==> config.mk <==
export PLATFORM = sky130hd
export DESIGN_NAME = pulse_qualifier
export DESIGN_NICKNAME = d
export VERILOG_FILES = /design/src/rtl/pulse_qualifier_pkg.sv /design/src/rtl/pulse_qualifier_sync_bit.sv /design/src/rtl/pulse_qualifier.sv
export SDC_FILE = /design/constraint.sdc
export NUM_CORES = 1
export LEC_CHECK = 0
export CORE_AREA = 2 2 112 114
export CTS_CLUSTER_SIZE = 30
export DETAILED_ROUTE_END_ITERATION = 6
export DIE_AREA = 0 0 114 116
export SYNTH_ARGS = -nofsm -noshare
export SYNTH_HDL_FRONTEND = slang
export SYNTH_SLANG_ARGS = --single-unit
==> constraint.sdc <==
create_clock -name clk -period 2.6 [get_ports clk]
set_input_delay 0.52 -clock clk [delete_from_list [all_inputs] [get_ports clk]]
set_output_delay 0.52 -clock clk [all_outputs]
set_load 0.02 [all_outputs]
==> src/rtl/pulse_qualifier_pkg.sv <==
// Shared types and helpers for the discrete-input pulse qualifier.
// Holds the state enumeration and the saturating arithmetic used by the counters.
package pulse_qualifier_pkg;

  typedef enum logic [1:0] {
    LOW      = 2'd0,
    RISE_CHK = 2'd1,
    HIGH     = 2'd2,
    FALL_CHK = 2'd3
  } state_t;

  // Adds a to v and clamps the result to the largest value that fits in 'bits' bits (bits <= 32).
  function automatic logic [31:0] sat_add(input logic [31:0] v, input logic [31:0] a,
                                          input int unsigned bits);
    logic [32:0] sum;
    logic [32:0] maxv;
    maxv = (bits >= 32) ? 33'h0_FFFF_FFFF : ((33'd1 << bits) - 33'd1);
    sum  = {1'b0, v} + {1'b0, a};
    return (sum > maxv) ? maxv[31:0] : sum[31:0];
  endfunction

  function automatic logic [31:0] sat_inc(input logic [31:0] v, input int unsigned bits);
    return sat_add(v, 32'd1, bits);
  endfunction

endpackage

==> src/rtl/pulse_qualifier_sync_bit.sv <==
// Multi-stage flop synchronizer for one asynchronous discrete input.
// Resets to 0; reusable for the other discrete inputs.
module sync_bit #(
  parameter int unsigned STAGES = 2
) (
  input  logic clk,
  input  logic rst_n,
  input  logic d,
  output logic q
);

  logic [STAGES-1:0] chain;

  always_ff @(posedge clk or negedge rst_n) begin
    if (!rst_n) chain <= '0;
    else        chain <= {chain[STAGES-2:0], d};
  end

  assign q = chain[STAGES-1];

endmodule

==> src/rtl/pulse_qualifier.sv <==
// Qualifies a stretched discrete input: minimum high time, dropout absorption,
// rise/fall strobes, measured high width and pulse/glitch counters.
module pulse_qualifier
  import pulse_qualifier_pkg::*;
#(
  parameter int unsigned SYNC_STAGES     = 2,
  parameter int unsigned MIN_HIGH_CYCLES = 16,
  parameter int unsigned MIN_LOW_CYCLES  = 4,
  parameter int unsigned WIDTH_BITS      = 16
) (
  input  logic                  clk,
  input  logic                  rst_n,
  input  logic                  d,
  input  logic                  cnt_clr,
  output logic                  level,
  output logic                  rise_strobe,
  output logic                  fall_strobe,
  output logic [WIDTH_BITS-1:0] width,
  output logic                  width_valid,
  output logic [WIDTH_BITS-1:0] pulse_count,
  output logic [WIDTH_BITS-1:0] glitch_count
);

  localparam int unsigned MAX_RUN = (MIN_HIGH_CYCLES > MIN_LOW_CYCLES) ?
                                    MIN_HIGH_CYCLES : MIN_LOW_CYCLES;
  localparam int unsigned RUN_W   = $clog2(MAX_RUN + 1);

  logic                  ds;
  state_t                state;
  logic [RUN_W-1:0]      run;
  logic [RUN_W-1:0]      run_nxt;
  logic [WIDTH_BITS-1:0] wacc;
  logic [WIDTH_BITS-1:0] wacc_inc;
  logic [WIDTH_BITS-1:0] wacc_rejoin;
  logic                  pulse_inc;
  logic                  glitch_inc;
  logic                  low_done;

  sync_bit #(.STAGES(SYNC_STAGES)) u_sync (
    .clk   (clk),
    .rst_n (rst_n),
    .d     (d),
    .q     (ds)
  );

  // A dropout that ends early is credited as high time: wacc + dropout + current sample.
  assign wacc_inc    = WIDTH_BITS'(sat_inc(32'(wacc), WIDTH_BITS));
  assign wacc_rejoin = WIDTH_BITS'(sat_add(32'(wacc), 32'(run) + 32'd1, WIDTH_BITS));

  always_comb begin
    run_nxt    = run + 1'b1;
    pulse_inc  = 1'b0;
    glitch_inc = 1'b0;
    low_done   = 1'b0;
    case (state)
      LOW:      pulse_inc = ds && (MIN_HIGH_CYCLES == 1);
      RISE_CHK: begin
        pulse_inc  = ds && (run_nxt == RUN_W'(MIN_HIGH_CYCLES));
        glitch_inc = !ds;
      end
      HIGH:     low_done = !ds && (MIN_LOW_CYCLES == 1);
      FALL_CHK: low_done = !ds && (run_nxt == RUN_W'(MIN_LOW_CYCLES));
      default:  ;
    endcase
  end

  always_ff @(posedge clk or negedge rst_n) begin
    if (!rst_n) begin
      state        <= LOW;
      run          <= '0;
      wacc         <= '0;
      level        <= 1'b0;
      rise_strobe  <= 1'b0;
      fall_strobe  <= 1'b0;
      width_valid  <= 1'b0;
      width        <= '0;
      pulse_count  <= '0;
      glitch_count <= '0;
    end else begin
      rise_strobe <= 1'b0;
      fall_strobe <= 1'b0;
      width_valid <= 1'b0;

      case (state)
        LOW: begin
          if (ds) begin
            run   <= RUN_W'(1);
            wacc  <= WIDTH_BITS'(1);
            state <= RISE_CHK;
          end
        end
        RISE_CHK: begin
          if (ds) begin
            run  <= run_nxt;
            wacc <= wacc_inc;
          end else begin
            state <= LOW;
          end
        end
        HIGH: begin
          if (ds) begin
            wacc <= wacc_inc;
          end else begin
            run   <= RUN_W'(1);
            state <= FALL_CHK;
          end
        end
        FALL_CHK: begin
          if (ds) begin
            wacc  <= wacc_rejoin;
            state <= HIGH;
          end else begin
            run <= run_nxt;
          end
        end
        default: state <= LOW;
      endcase

      if (pulse_inc) begin
        state       <= HIGH;
        level       <= 1'b1;
        rise_strobe <= 1'b1;
      end

      if (low_done) begin
        state       <= LOW;
        level       <= 1'b0;
        fall_strobe <= 1'b1;
        width_valid <= 1'b1;
        width       <= wacc;
      end

      // A clear coinciding with an event leaves that event counted.
      if (cnt_clr)        pulse_count <= WIDTH_BITS'(pulse_inc);
      else if (pulse_inc) pulse_count <= pulse_count + 1'b1;

      if (cnt_clr)         glitch_count <= WIDTH_BITS'(glitch_inc);
      else if (glitch_inc) glitch_count <= WIDTH_BITS'(sat_inc(32'(glitch_count), WIDTH_BITS));
    end
  end

endmodule

==> results of run 1 <==
==> kinds of logic (layout without fill, tap and decap cells) <==
kind of cell | Yosys count | in the layout | share of synthesized area [%]
buffers and inverters | 45 | 112 | 3.955
flip-flops | 76 | 76 | 40.35
XOR/XNOR | 25 | 25 | 4.646
adder cells (fa/ha/maj) | 19 | 19 | 5.203
multiplexers | 7 | 7 | 1.487
AO/OA/AOI/OAI | 138 | 138 | 19.43
AND/OR/NAND/NOR | 239 | 239 | 24.93
==> final cells by class <==
| class | instances | area (um2) | share of cell area, % |
|---|---|---|---|
| Multi-Input combinational cell | 428 | 2635 | 45.00 |
| Clock inverter | 6 | 87.58 | 1.496 |
| Inverter | 16 | 60.06 | 1.026 |
| Clock buffer | 10 | 239.0 | 4.081 |
| Timing Repair Buffer | 80 | 748.2 | 12.78 |
| Tap cell | 147 | 183.9 | 3.141 |
| Sequential cell | 76 | 1902 | 32.48 |
==> worst max-delay path by stage <==
stage,start,endpoint,slack (ns)
after CTS,wacc[0],wacc[6],0.09
after global routing,wacc[0],wacc[6],-0.03
after detailed placement,run[0],wacc[6],0.11
after floorplan,wacc[0],wacc[6],0.23
after global placement,wacc[0],wacc[6],0.19
final,wacc[0],wacc[6],0.20
==> where the power goes <==
part	leakage, nW	total [mW]	internal [mW]	switching [mW]
clock network	0.162	1.38	0.866	0.512
logic	1.25	0.848	0.336	0.512
registers	1.05	1.34	1.24	0.105
==> cells in the mapped netlist, types with 4 or more instances <==
| master | count |
|---|---|
| a211oi_1 | 11 |
| a21oi_1 | 26 |
| a311oi_1 | 5 |
| a31oi_1 | 7 |
| and2_1 | 5 |
| and3_1 | 15 |
| and4_1 | 4 |
| buf_2 | 10 |
| clkbuf_1 | 16 |
| dfrtp_1 | 76 |
| ha_1 | 18 |
| inv_1 | 16 |
| mux2i_1 | 7 |
| nand2_1 | 81 |
| nand2b_1 | 4 |
| nand3_1 | 24 |
| nand4_1 | 13 |
| nor2_1 | 56 |
| nor3_1 | 9 |
| o211ai_1 | 4 |
| o21a_1 | 6 |
| o21ai_0 | 38 |
| o22ai_1 | 4 |
| xnor2_1 | 16 |
| xor2_1 | 9 |
==> cell usage in the layout (no fill, tap or decap), drive strengths merged, types with 5 or more instances in the layout <==
cell type / count
dfrtp: 76
a31oi: 7
and2: 6
and3: 15
xnor2: 16
nand4: 14
buf: 26
o21a: 6
nor3: 9
nor2: 58
nand2: 81
clkdlybuf4s50: 54
inv: 16
clkbuf: 10
nand3: 24
a21oi: 26
ha: 18
o21ai: 40
xor2: 9
a311oi: 5
mux2i: 7
a211oi: 13
==> metrics by stage <==
step | instance area [um2] | hold WS (ns) | total power [mW] | TNS [ns]
2_1_floorplan | 4713 | 0.2244 | 1.891 | 0
3_5_place_dp | 5519 | 0.3455 | 2.186 | 0
5_1_grt | 5856 | 0.1675 | 3.752 | -0.02701
3_3_place_gp | 5519 | 0.3441 | 2.173 | 0
6_report | 5856 | 0.1301 | 3.569 | 0
4_1_cts | 5846 | 0.1418 | 3.592 | 0
==> worst max-delay path: cells and delay by family (launching register included) <==
kind | cells | cell delay, ns
AOI/OAI and AO/OA | 6 | 1.15
adders and majority gates | 2 | 0.53
buffers and inverters | 2 | 0.16
DFF | 1 | 0.45
==> registers in the layout (all words and copies together) (netlist names) <==
register,cells
glitch_count,16
pulse_count,16
wacc,16
width,16
run,5
state,2
u_sync.chain,2
level,1
rise_strobe,1
width_valid,1
==> routing by layer <==
layer	vias up	wire length, um	GRT usage [%]	share of wire [%]
met1	2184	6123	28.10	47
li1	2102	-	-	-
met3	13	842	5.701	6.5
met5	-	0	0	0
met4	0	133	5.447	1.0
met2	156	5805	31.23	45
==> reports/qor.csv, run 1 <==
stage,metric,value,unit
status,outcome,"complete, no violations",
cts,clock transition at the registers of the reported paths,0.06,ns
sta,Setup Skew,0.009711,ns
critical_path,Max stage delay on crit path,0.45,ns
min_path,min-delay worst type,in -> async,
pwr,P per Cell Area,609.5,mW/mm2
synthesis,post-synthesis instance area,0.004713,mm2
critical_path,RR Endpoint,wacc[6],
critical_path,cells along the critical path,"inv_1, ha_1, inv_1, fa_1, a21oi_1, o22ai_1, o21ai_1, a22o_1, o211ai_1, o2bb2ai_1",
cells_and_area,fillers,1164,
route,drt total wl,12900,um
route,Iter 0 DRT Violations,428,
synthesis,"Avg Cell Area, Syn",8.585,um2
synthesis,Unique masters post-synth,67,
cts,TritonCTS buffer count,9,
critical_path,Critical-path top delay cell,dfrtp_1,
synthesis,share of the synthesized area in the top cell type,40.35,%
sta,Setup-failing EPs final,0,
cts,hold_buf cts,0,
cts,root buf cell,clkbuf_16,
cts,H-tree level count,3,
synthesis,register area share after synthesis,40.35,%
sta,max-slew violations,0,
job,Max-cap violations,0,
die,num ports,56,
critical_path,r2r worst-path depth,10,
critical_path,"reg-to-reg slack, setup",0.20,ns
placed_design,post-place setup slack,0.1132,ns
critical_path,crit path kind,reg -> reg,
critical_path,Critical Path Fanout Max,8,
cts,Setup Buffers After CTS,0,
route,Routed wire per std cell,16.91,um
global_route,first-pass GRT wire length,21220,um
route,Via density,5.839,
placed_design,Placed Cells incl. Taps,747,
critical_path,Crit path top cell by count,inv_1,
route,drt drc,0,
route,post-route ant nets,0,
die,Initial Util,39.57,%
synthesis,Synth async-reset ratio,100.0,%
placed_design,final RePlAce weighted congestion,0.9642,
route,First-pass DRT Iterations,7,
synthesis,Yosys top cell by area,dfrtp_1,
placed_design,DP Wirelength,9161,um
cts,CTS tree,built,
route,Vias,4455,
cts,CTS sink cnt,76,
cells_and_area,final design utilization,49.16,%
synthesis,"FF+latch count, synth",76,
global_route,largest net degree at the start of global routing,43,
die,DIE AREA,0.01322,mm2
sta,slew margin rel.,53.48,%
synthesis,Synth area leaders,"dfrtp_1 40%, nand2_1 6.5%, ha_1 4.8%",
synthesis,YS warnings,0,
die,num rows,40,
pwr,Lkg Pwr,2.456,nW
cells_and_area,layout cells sized above 1,9.416,%
cells_and_area,antenna diode count,0,
sta,fmax,417.0,MHz
pwr,VDD IR-drop max,0.3002,mV
cts,"Clk Latency, worst-skew pair",0.35,ns
cts,clk buf depth,2,
die,die height,116,um
sta,Tmin final,2.398,ns
global_route,GRT Residual Overflow,0,
cts,post_cts resized,0,
die,chip width,114,um
synthesis,main flop type after synthesis,dfrtp_1,
cells_and_area,Nets,634,
sta,setup ws final,0.2022,ns
global_route,initial antenna violation count,0,
sta,period utilization,92.22,%
synthesis,Synthesized Nets,572,
critical_path,worst r2r src,wacc[0],
cells_and_area,Layout Area Growth over Synthesis,24.24,%
cells_and_area,non-filler instance count after layout,763,
synthesis,synthesized instance count,549,
global_route,number of global-route vias before repair,4119,
critical_path,CP Launch Type,flip-flop,
synthesis,number of flops mapped to enable cells by yosys,0,
global_route,total global-route track usage,20.25,%
critical_path,CP Data Required Time,2.83,ns
sta,measured slew at the worst slew-check pin,0.6957,ns
critical_path,Critical Path AT,2.62,ns
critical_path,Crit. End Element,flip-flop,
die,Core Area,0.01191,mm2
sta,Final Hold Fails,0,
placed_design,Port Buffers,55,
Note: power is estimated with default switching activity, not from simulation.
==> run 2: changes to the inputs <==
Clock period 2.6 ns to 2.5 ns, I/O delays scaled along.
==> reports/qor.csv, run 2 (synthesized netlist as in run 1, its figures left out) <==
stage,metric,value,unit
status,outcome,"complete, no violations",
sta,Tmin final,2.391,ns
sta,setup TNS,0,ns
die,num ports,56,
cts,"Clk Latency, worst-skew pair",0.35,ns
die,DIE AREA,0.01322,mm2
route,drt total wl,13450,um
global_route,number of global-route vias before repair,4145,
global_route,initial antenna violation count,0,
cts,clk buf depth,2,
cells_and_area,fillers,1128,
sta,slew margin rel.,56.43,%
cts,TritonCTS buffer count,9,
die,Core Area,0.01191,mm2
route,Via density,5.829,
route,drt drc,0,
critical_path,Critical Path Fanout Max,5,
critical_path,crit path kind,reg -> reg,
pwr,Lkg Pwr,2.457,nW
sta,RSZ-0062 raised after global routing,true,
die,chip width,114,um
cts,clock transition at the registers of the reported paths,0.06,ns
cts,CTS sink cnt,76,
pwr,Total Power,3.695,mW
min_path,min-delay worst type,in -> async,
cells_and_area,Nets,638,
cells_and_area,"most common cell after layout, fill and taps aside",nand2_1,
global_route,total global-route track usage,21.04,%
job,Max-cap violations,0,
die,die height,116,um
sta,Final Hold Fails,0,
pwr,VDD IR-drop max,0.2676,mV
placed_design,final RePlAce weighted congestion,0.9378,
sta,measured slew at the worst slew-check pin,0.6515,ns
critical_path,CP Data Required Time,2.74,ns
sta,period utilization,95.63,%
cells_and_area,multi-input logic area,0.002639,mm2
cells_and_area,Layout Area Growth over Synthesis,24.77,%
cells_and_area,layout cells sized above 1,10.16,%
critical_path,WP buf/inv,3,
cts,root buf cell,clkbuf_16,
critical_path,Crit path max-delay family,compound AO/OA/AOI/OAI gates,
sta,max-slew violations,0,
cells_and_area,final design utilization,49.37,%
critical_path,CP Launch Type,flip-flop,
route,First-pass DRT Iterations,7,
route,Iter 0 DRT Violations,435,
cts,hold_buf cts,0,
critical_path,Critical Path AT,2.63,ns
placed_design,post-place setup slack,0.04224,ns
cells_and_area,register area,0.001902,mm2
critical_path,cells along the critical path,"inv_2, ha_1, inv_1, fa_1, a21oi_2, o22a_1, buf_4, o21ai_2, o211ai_1, o2111a_1, nor2_1",
global_route,GRT Residual Overflow,0,
critical_path,Crit. End Element,flip-flop,
pwr,P per Cell Area,628.4,mW/mm2
sta,Setup-failing EPs final,0,
global_route,first-pass GRT wire length,21800,um
placed_design,DP Wirelength,9594,um
placed_design,Port Buffers,55,
sta,Hold WS,0.1416,ns
global_route,largest net degree at the start of global routing,40,
route,Routed wire per std cell,17.53,um
die,num rows,40,
sta,Setup Skew,0.01014,ns
cells_and_area,most frequent cells in the layout,"81 x nand2_1, 76 x dfrtp_1, 56 x nor2_1",
critical_path,Critical-path top delay cell,dfrtp_1,
placed_design,Placed Cells incl. Taps,751,
cells_and_area,"Design Area, Final",0.005881,mm2
route,post-route ant nets,0,
cells_and_area,non-filler instance count after layout,767,
placed_design,placed cell area,0.005549,mm2
route,Vias,4471,
cts,H-tree level count,3,
critical_path,Max stage delay on crit path,0.43,ns
cts,CTS tree,built,
cells_and_area,antenna diode count,0,
sta,fmax,418.3,MHz
sta,setup ws final,0.1091,ns
die,Initial Util,39.57,%
run 2: path summary, 6_finish.rpt:
| kind | startpoint | endpoint | slack, ns | cells past startpoint |
|---|---|---|---|---|
| setup / recovery | run[0] | wacc[2] | 0.11 | 11 |
| setup reg to reg | run[0] | wacc[2] | 0.11 | 11 |
| max in group asynchronous | rst_n | run[4] | 1.76 | 2 |
| hold reg to reg | u_sync.chain[0] | u_sync.chain[1] | 0.35 | 0 |
| min in group clk | u_sync.chain[0] | u_sync.chain[1] | 0.35 | 0 |
| hold / removal | rst_n | glitch_count[0] | 0.14 | 1 |
run 2: power by group:
group	switching [mW]	total [mW]	internal, mW
combinational	0.549	0.894	0.345
sequential	0.109	1.40	1.29
clock	0.531	1.40	0.874
run 2: final cells by class:
type                            count  area share, %
Clock inverter                      6          1.511
Multi-Input combinational cell    428          44.87
Timing Repair Buffer               84          13.23
Inverter                           16          1.021
Sequential cell                    76          32.34
Clock buffer                       10          3.894
Tap cell                          147          3.128
run 2: layer usage:
metal / global-route usage, % / wire [um] / vias up
met5: 0 / 0 / -
met4: 8.699 / 276 / 0
met3: 4.289 / 777 / 24
met2: 31.59 / 5952 / 158
met1: 29.68 / 6443 / 2173
li1: - / - / 2116
run 2: what timing repair did:
item	in CTS	in global routing
gates resized for setup	0	6
setup endpoints to repair	0	9
setup buffers	0	0
==> run 3: changes to the inputs <==
Clock period 2.5 ns to 2.75 ns, I/O delays scaled along.
==> reports/qor.csv, run 3 (synthesized netlist as in run 1, its figures left out) <==
stage,metric,value,unit
cts,root buf cell,clkbuf_16,
global_route,initial antenna violation count,0,
critical_path,Critical Path Fanout Max,8,
pwr,P per Cell Area,555.1,mW/mm2
cts,Setup Buffers After CTS,0,
sta,Setup-failing EPs final,0,
cells_and_area,"Design Area, Final",0.005773,mm2
placed_design,Port Buffers,55,
critical_path,Critical Path AT,2.77,ns
die,Initial Util,39.57,%
cts,CTS tree,built,
die,Core Area,0.01191,mm2
placed_design,DP Wirelength,9061,um
cells_and_area,most frequent cells in the layout,"81 x nand2_1, 76 x dfrtp_1, 56 x nor2_1",
cells_and_area,Nets,629,
sta,Setup Skew,0.009266,ns
job,Max-cap violations,0,
pwr,VDD IR-drop max,0.2236,mV
route,drt drc,0,
route,First-pass DRT Iterations,5,
cts,clk buf depth,2,
route,post-route ant nets,0,
status,outcome,"complete, no violations",
sta,slew margin rel.,54.92,%
die,DIE AREA,0.01322,mm2
route,Routed wire per std cell,17.08,um
cells_and_area,Layout Area Growth over Synthesis,22.48,%
sta,RSZ-0062 raised after global routing,false,
cts,CTS sink cnt,76,
global_route,number of global-route vias before repair,4017,
global_route,first-pass GRT wire length,20690,um
critical_path,Crit. End Element,flip-flop,
critical_path,Critical Path Stages,10,
pwr,Lkg Pwr,2.406,nW
die,die height,116,um
critical_path,Crit path top cell by count,inv_1,
placed_design,final RePlAce weighted congestion,0.9131,
sta,Tmin final,2.505,ns
global_route,total global-route track usage,19.89,%
route,Via density,5.815,
route,Iter 0 DRT Violations,497,
die,num ports,56,
cells_and_area,"most common cell after layout, fill and taps aside",nand2_1,
placed_design,placed cell area,0.005482,mm2
critical_path,CP Data Required Time,3.02,ns
cells_and_area,antenna diode count,0,
critical_path,WP buf/inv,2,
critical_path,cells along the critical path,"inv_1, ha_1, inv_1, fa_1, a21oi_2, o22a_2, nor2_1, a221oi_1, a21oi_1, o2bb2ai_1",
global_route,GRT Residual Overflow,0,
global_route,largest net degree at the start of global routing,41,
critical_path,Max stage delay on crit path,0.46,ns
sta,max-slew violations,0,
die,num rows,40,
cts,clock transition at the registers of the reported paths,0.06,ns
cts,TritonCTS buffer count,9,
critical_path,Crit path max-delay family,compound AO/OA/AOI/OAI gates,
min_path,min-delay worst type,in -> async,
route,Vias,4408,
sta,period utilization,91.08,%
cts,"Clk Latency, worst-skew pair",0.35,ns
sta,Final Hold Fails,0,
die,chip width,114,um
critical_path,Critical-path top delay cell,dfrtp_1,
critical_path,crit path kind,reg -> reg,
cells_and_area,layout cells sized above 1,8.511,%
sta,setup TNS,0,ns
route,drt total wl,12940,um
critical_path,r2r worst-path depth,10,
critical_path,CP Launch Type,flip-flop,
sta,fmax,399.2,MHz
cells_and_area,final design utilization,48.47,%
sta,measured slew at the worst slew-check pin,0.6741,ns
cts,H-tree level count,3,
==> run 3: metrics by stage <==
| step | setup slack [ns] | hold slack [ns] | power, mW | instances |
|---|---|---|---|---|
| 3_5_place_dp | 0.1861 | 0.3451 | 2.048 | 742 |
| 2_1_floorplan | 0.3815 | 0.2544 | 1.787 | 549 |
| 3_3_place_gp | 0.2857 | 0.3448 | 2.030 | 742 |
| 4_1_cts | 0.1785 | 0.1862 | 3.212 | 758 |
| 5_1_grt | 0.07475 | 0.2080 | 3.371 | 758 |
| 6_report | 0.2452 | 0.1607 | 3.205 | 758 |
==> run 3: worst paths after layout <==
check,slack [ns],start,end
max,0.25,wacc[0],wacc[6]
min,0.16,rst_n,glitch_count[4]
max reg2reg,0.25,wacc[0],wacc[6]
min reg2reg,0.35,u_sync.chain[0],u_sync.chain[1]
max in group asynchronous,1.99,rst_n,width[11]
min in group clk,0.35,u_sync.chain[0],u_sync.chain[1]
==> run 3: layout make-up <==
class	count	area, um2
fillers	1140	6138
well taps	147	183.9
multi-input cells	428	2630
clock inverters	6	47.55
inverters	16	60.06
clock buffers	10	239.0
repair buffers	75	710.7
flip-flops and latches	76	1902
==> run 3: repair_timing <==
item | in CTS | in global routing
resized for setup | 0 | 2
endpoints found under the setup margin | 0 | 1
hold buffers | 0 | 0
==> run 3: report_power, final <==
group          internal, mW  leakage (nW)  switching [mW]  total (mW)
Clock                 0.642         0.139           0.511        1.15
Combinational         0.298          1.22           0.478       0.777
Sequential             1.17          1.05           0.106        1.28
Total                  2.11          2.41            1.09        3.20
==> run 3: layer usage <==
layer  GRT usage, %  vias to the layer above  routed length [um]  part of all wire, %
met5              0                        -                   0                    0
met4          5.935                        0                 218                  1.7
met3          4.707                       27                 737                  5.7
met2          30.40                      176                5748                   44
met1          28.15                     2114                6239                   48
li1               -                     2091                   -                    -
